**src/rtl/cmp_sort_pkg.sv**
```systemverilog
// Shared constants for the compare-and-sort sequencer: FSM state encoding and default sizing.
package cmp_sort_pkg;

  localparam logic [1:0] S_LOAD  = 2'd0;
  localparam logic [1:0] S_SORT  = 2'd1;
  localparam logic [1:0] S_DRAIN = 2'd2;

  localparam int WIDTH_DEF = 8;
  localparam int DEPTH_DEF = 8;

endpackage

```
**src/rtl/cmp_ge.sv**
```systemverilog
// Unsigned magnitude comparator, a >= b. The only magnitude-compare resource in the sorter.
module cmp_ge #(
  parameter int WIDTH = 8
) (
  input  logic [WIDTH-1:0] a,
  input  logic [WIDTH-1:0] b,
  output logic             ge
);

  assign ge = (a >= b);

endmodule

```
**src/rtl/cmp_sort_ctrl.sv**
```systemverilog
// Load / bubble-sort / drain sequencer around one shared >= comparator.
// Optional build macro SORT_EARLY_EXIT_EN: finish sorting after the first pass with no swaps.
//
// state   | meaning
// S_LOAD  | accepting DEPTH input words into the buffer
// S_SORT  | one compare-and-swap of mem[i], mem[i+1] per cycle
// S_DRAIN | streaming sorted words out, ascending
module cmp_sort_ctrl
  import cmp_sort_pkg::*;
#(
  parameter int WIDTH = WIDTH_DEF,
  parameter int DEPTH = DEPTH_DEF
) (
  input  logic             clk,
  input  logic             rst_n,
  input  logic             in_valid,
  output logic             in_ready,
  input  logic [WIDTH-1:0] in_data,
  output logic             out_valid,
  input  logic             out_ready,
  output logic [WIDTH-1:0] out_data,
  output logic             busy
);

  localparam int IW = $clog2(DEPTH);
  localparam logic [IW-1:0] LAST_IDX = IW'(DEPTH - 1);
  localparam logic [IW-1:0] LAST_CMP = IW'(DEPTH - 2);

  logic [1:0]       state;
  logic [1:0]       state_next;
  logic [IW-1:0]    wr_idx;
  logic [IW-1:0]    rd_idx;
  logic [IW-1:0]    cmp_idx;
  logic [IW-1:0]    cmp_hi;
  logic [IW-1:0]    rd_hi;
  logic [IW-1:0]    pass_idx;
  logic [WIDTH-1:0] mem      [DEPTH];
  logic [WIDTH-1:0] mem_next [DEPTH];
  logic [WIDTH-1:0] cmp_a;
  logic [WIDTH-1:0] cmp_b;
  logic             a_ge_b;
  logic             swap;
  logic             in_fire;
  logic             out_fire;
  logic             pass_end;
  logic             sort_done;

  assign cmp_hi = cmp_idx + IW'(1);
  assign rd_hi  = rd_idx + IW'(1);
  assign cmp_a  = mem[cmp_hi];
  assign cmp_b  = mem[cmp_idx];

  cmp_ge #(.WIDTH(WIDTH)) u_cmp (
    .a  (cmp_a),
    .b  (cmp_b),
    .ge (a_ge_b)
  );

  assign in_fire  = in_valid && in_ready;
  assign out_fire = out_valid && out_ready;
  assign swap     = (state == S_SORT) && !a_ge_b;
  assign pass_end = (cmp_idx == LAST_CMP);

`ifdef SORT_EARLY_EXIT_EN
  logic swap_seen;

  // A pass that finishes with no swap anywhere proves the buffer is already ordered.
  assign sort_done = pass_end && ((pass_idx == LAST_CMP) || !(swap_seen || swap));

  always_ff @(posedge clk) begin
    if (!rst_n)
      swap_seen <= 1'b0;
    else if (state == S_SORT)
      swap_seen <= pass_end ? 1'b0 : (swap_seen || swap);
  end
`else
  assign sort_done = pass_end && (pass_idx == LAST_CMP);
`endif

  always_ff @(posedge clk) begin
    if (!rst_n)
      state <= S_LOAD;
    else
      state <= state_next;
  end

  always_comb begin
    state_next = state;
    case (state)
      S_LOAD:  if (in_fire && (wr_idx == LAST_IDX)) state_next = S_SORT;
      S_SORT:  if (sort_done) state_next = S_DRAIN;
      S_DRAIN: if (out_fire && (rd_idx == LAST_IDX)) state_next = S_LOAD;
      default: state_next = S_LOAD;
    endcase
  end

  always_comb begin
    in_ready  = (state == S_LOAD);
    out_valid = (state == S_DRAIN);
    busy      = (state == S_SORT);
  end

  // Strict swap only when mem[i+1] < mem[i], so equal words keep their order.
  always_comb begin
    mem_next = mem;
    if (in_fire)
      mem_next[wr_idx] = in_data;
    if (swap) begin
      mem_next[cmp_idx] = cmp_a;
      mem_next[cmp_hi]  = cmp_b;
    end
  end

  always_ff @(posedge clk) begin
    if (rst_n)
      mem <= mem_next;
  end

  always_ff @(posedge clk) begin
    if (!rst_n) begin
      wr_idx   <= '0;
      rd_idx   <= '0;
      cmp_idx  <= '0;
      pass_idx <= '0;
      out_data <= '0;
    end else begin
      case (state)
        S_LOAD: begin
          if (in_fire)
            wr_idx <= (wr_idx == LAST_IDX) ? '0 : wr_idx + IW'(1);
        end
        S_SORT: begin
          if (pass_end) begin
            cmp_idx  <= '0;
            pass_idx <= sort_done ? '0 : pass_idx + IW'(1);
          end else begin
            cmp_idx <= cmp_hi;
          end
          // The first word out must reflect the final swap, hence mem_next.
          if (sort_done)
            out_data <= mem_next[0];
        end
        S_DRAIN: begin
          if (out_fire) begin
            rd_idx <= (rd_idx == LAST_IDX) ? '0 : rd_hi;
            if (rd_idx != LAST_IDX)
              out_data <= mem[rd_hi];
          end
        end
        default: ;
      endcase
    end
  end

endmodule
```
**config.mk**
```make
export PLATFORM = sky130hd
export DESIGN_NAME = cmp_sort_ctrl
export DESIGN_NICKNAME = d
export VERILOG_FILES = /design/src/rtl/cmp_sort_pkg.sv /design/src/rtl/cmp_ge.sv /design/src/rtl/cmp_sort_ctrl.sv
export SDC_FILE = /design/constraint.sdc
export NUM_CORES = 1
export LEC_CHECK = 0
export ABC_CLOCK_PERIOD_IN_PS = 5000
export BUFFER_PORTS_ARGS = -buffer_cell sky130_fd_sc_hd__buf_2
export CAP_MARGIN = 25
export CELL_PAD_IN_SITES_DETAIL_PLACEMENT = 0
export CELL_PAD_IN_SITES_GLOBAL_PLACEMENT = 1
export CORE_ASPECT_RATIO = 1.2
export CORE_UTILIZATION = 35
export DETAILED_ROUTE_END_ITERATION = 6
export PLACE_DENSITY = 0.64
export SLEW_MARGIN = 20
export SYNTH_ARGS = -nofsm -noshare
export SYNTH_HDL_FRONTEND = slang
export SYNTH_SLANG_ARGS = --single-unit
```
**constraint.sdc**
```tcl
create_clock -name clk -period 5 [get_ports clk]
set_clock_uncertainty 0.15 [all_clocks]
set_input_delay 0.75 -clock clk [delete_from_list [all_inputs] [get_ports clk]]
set_output_delay 0.75 -clock clk [all_outputs]
set_load 0.05 [all_outputs]
```
==> impl_metrics.csv <==
group,metric,value,unit
pwr,leakage,2.69,nW
setup_path,crit_fanout,23,
floorplanning,initial_core_util,0.359,
synth,synth_warnings,0,
global_route,antenna_found_initial,0,
sta,clock.fmax,217,MHz
setup_path,reg2reg_to,"mem[61]$_DFFE_PP_",
global_route,grt_pass1_vias,6092,
synth,synth_area_leaders,"edfxtp_1 (28%), mux2i_1 (12%), mux4_2 (9.3%), dfxtp_1 (6.5%), o22ai_1 (5.3%)",
sta,drv_slew,0,
detailed_routing,num_vias,5974,
placed_design,gp_congestion,0.921,
job,drv_cap,0,
synth,synth_compound_area_frac,0.201,
floorplanning,die_h,155,µm
detailed_routing,ant_nets,0,
floorplanning,die_x,129,µm
setup_path,max_stage_delay,0.88,ns
global_route,grt_pass1_wl,37200,µm
synth,synthSimpleGateAreaFrac,0.112,
layout,diodes,0,
setup_path,path_cells,"buf_4 > nor2b_1 > a221oi_1 > o22a_1 > ha_1 > a211oi_1 > o21ai_0 > a21o_1 > buf_4 > nor2_1 > a21oi_1 > or2_2",
cts,cts_root_buf,"clkbuf_16",
cts,clk_pin_slew,0.06,ns
global_route,grtUsageTotal,0.250,
placed_design,io_buffers,22,
placed_design,dp.cells,918,
synth,synth_ff_type,"edfxtp_1",
detailed_routing,wirelength,24000,µm
setup_path,crit_top_cell,"buf_4",
pwr,total_power,1.77,mW
cts,numClockSinks,86,
synth,netlist-cell-type-count,61,
synth,avgSynthCellArea,10.2,µm²
synth,yosysSeqAreaShare,0.348,
synth,yosysTopAreaCell,"edfxtp_1",
cts,ctsResizeCount,0,
setup_path,r2r_slack,0.38,ns
sta,finalHoldViolCount,0,
cts,clock_path_buffers,2,
status,status,"finished, final reports clean",
synth,syn-cell-area,0.00679,mm²
cts,clk_latency,0.36,ns
global_route,grt_max_degree,50,
detailed_routing,drc,0,
hold_path,hold_end,"rd_idx[2]$_SDFFE_PN0P_",
floorplanning,ios,23,
sta,slew_headroom,0.301,
setup_path,worstPathArrival,4.57,ns
layout,instances_no_fill,934,
detailed_routing,drtIter0Drc,573,
cts,cts_setup_buffers,0,
synth,ys_async_sr_fraction,0,
placed_design,placed_cell_area,0.00718,mm²
layout,area_growth,9.86,%
sta,period_share,0.924,
synth,synth.area.mux_share,0.262,
synth,synth_fa_ha_area_frac,0.0295,
detailed_routing,wl_per_cell,25.7,µm
sta,fin_setup_tns,0,ns
sta,finalCriticalPeriod,4.62,ns
cts,htree_levels,3,
synth,synth_top_family_by_area,"multiplexers",
setup_path,worstRegToRegCells,12,
setup_path,endpoint_kind,"flop",
sta,rsz0062_at_grt,"no",
placed_design,dp_hpwl,17500,µm
synth,yosys.area_share.xor_xnor,0.00369,
setup_path,start_kind,"flop",
pwr,ir_drop,0.156,mV
setup_path,slowest_stage,"nor2b_1",
detailed_routing,firstDrtPassIters,5,
hold_path,holdPathStages,2,
sta,worst_pin_slew,1.05,ns
global_route,overflow,0,
cts,numCtsBuffers,9,
setup_path,r2r-start,"cmp_idx[0]$_SDFFE_PN0P_",
floorplanning,fp-row-count,55,
floorplanning,die-area,0.0200,mm²
layout,drive_gt1_frac,0.176,
synth,netlist.area_leader.share,0.283,
sta,finalSetupViolCount,0,
detailed_routing,via_per_inst,6.40,
hold_path,holdCritPathClass,"reg2reg",
floorplanning,core_area,0.0189,mm²
setup_path,critical_path_class,"reg2reg",
synth,netlist_instances,664,
layout,final_area,0.00746,mm²
setup_path,required,4.95,ns
synth,synth_fp_nets,692,
cts,ctsHoldBuffers,0,
synth,yosys_register_bits,86,
cts,cts_tree,"done",
hold_path,worstHoldStart,"rd_idx[2]$_SDFFE_PN0P_",
layout,final_nets,701,
pwr,power.density,237,mW/mm²
synth,synth_edf_count,64,
==> cells by family (layout without fill, tap and decap cells) <==
group           count (synthesis)  after routing
compound gates                201            201
simple gates                  160            160
fa+ha+maj                      16             16
xor+xnor                        2              2
mux                           133            133
flops                          86             86
buf+inv                        66             80
==> Yosys cell counts, types with 3 or more instances <==
cell type,number
nor3b_1,3
nand3_1,22
inv_1,15
and3_1,6
buf_1,9
clkbuf_1,17
nor3_1,8
nand3b_1,3
nor2_1,37
ha_1,16
mux4_2,28
a221oi_1,6
a2bb2oi_1,7
or3_1,8
nor2b_1,8
nand2b_1,3
nand2_1,55
o211ai_1,3
mux2_2,20
mux4_1,4
mux2i_1,80
o21ai_0,29
buf_2,13
buf_4,7
o22ai_1,58
o22a_1,6
a22oi_1,31
edfxtp_1,64
a21oi_1,31
a32oi_1,3
a31oi_1,3
dfxtp_1,22
==> sequential cells by signal, summed over array words and instances, names as in the netlist <==
name,flops
rd_idx,3
mem,64
state,2
pass_idx,3
wr_idx,3
out_data,8
cmp_idx,3
==> power by group <==
| part | total, mW | leakage (nW) | switching (mW) | internal (mW) |
|---|---|---|---|---|
| sequential | 0.862 | 0.805 | 0.0483 | 0.813 |
| clock | 0.672 | 0.136 | 0.288 | 0.383 |
| combinational | 0.233 | 1.75 | 0.134 | 0.0997 |
==> cell type report <==
cell class | count | area [µm²]
multi-input cells | 512 | 4130
clock inverters | 5 | 50.0
repair buffers | 45 | 287
clock buffers | 11 | 233
inverters | 19 | 71.3
fillers | 1886 | 11500
well taps | 256 | 320
flip-flops and latches | 86 | 2360
==> worst max-delay path by stage <==
| stage | from | endpoint | slack (ns) | depth (start not counted) |
|---|---|---|---|---|
| 4_1_cts | cmp_idx[0]$_SDFFE_PN0P_ | mem[61]$_DFFE_PP_ | 0.47 | 12 |
| 3_5_place_dp | cmp_idx[0]$_SDFFE_PN0P_ | mem[61]$_DFFE_PP_ | 0.47 | 12 |
| 2_1_floorplan | cmp_idx[0]$_SDFFE_PN0P_ | mem[31]$_DFFE_PP_ | 1.10 | 14 |
| 3_3_place_gp | cmp_idx[0]$_SDFFE_PN0P_ | mem[61]$_DFFE_PP_ | 0.50 | 12 |
| 6_report | cmp_idx[0]$_SDFFE_PN0P_ | mem[61]$_DFFE_PP_ | 0.38 | 12 |
| 5_1_grt | cmp_idx[0]$_SDFFE_PN0P_ | mem[61]$_DFFE_PP_ | 0.25 | 12 |
==> metrics by stage <==
stage	worst slack [ns]	utilization	hold slack [ns]
after floorplan	1.10	-	0.291
after global placement	0.504	0.379	0.301
after detailed placement	0.467	0.379	0.312
after CTS	0.473	0.394	0.322
after global routing	0.247	0.394	0.346
final	0.382	0.394	0.321
==> cell usage in the layout, fill, tap and decap left out, drive strengths merged, types with 7 or more instances in the layout <==
master	n
ha	16
nand2	55
o22ai	59
dfxtp	22
o21ai	29
nor2	37
nor3	8
clkbuf	11
edfxtp	64
buf	45
a21oi	31
mux2i	81
nand3	22
a221oi	8
a22oi	31
mux2	20
a2bb2oi	7
inv	17
or3	8
mux4	32
nor2b	8
==> metal layers <==
layer | GRT usage | up-vias | wire length (µm)
met2 | 0.398 | 306 | 11400
met1 | 0.322 | 2932 | 9610
li1 | - | 2665 | -
met3 | 0.0419 | 71 | 1720
met5 | 0 | - | 0
met4 | 0.137 | 0 | 1210
==> worst max-delay path: cells and delay by family, from the launching register on <==
| kind | cells | cell delay, ns |
|---|---|---|
| AO/OA/AOI/OAI | 6 | 1.43 |
| adder cells (fa/ha/maj) | 1 | 0.30 |
| AND/OR/NAND/NOR | 3 | 1.58 |
| flip-flops | 1 | 0.36 |
| buffers and inverters | 2 | 0.53 |
Power figures use the tool's default switching activity.
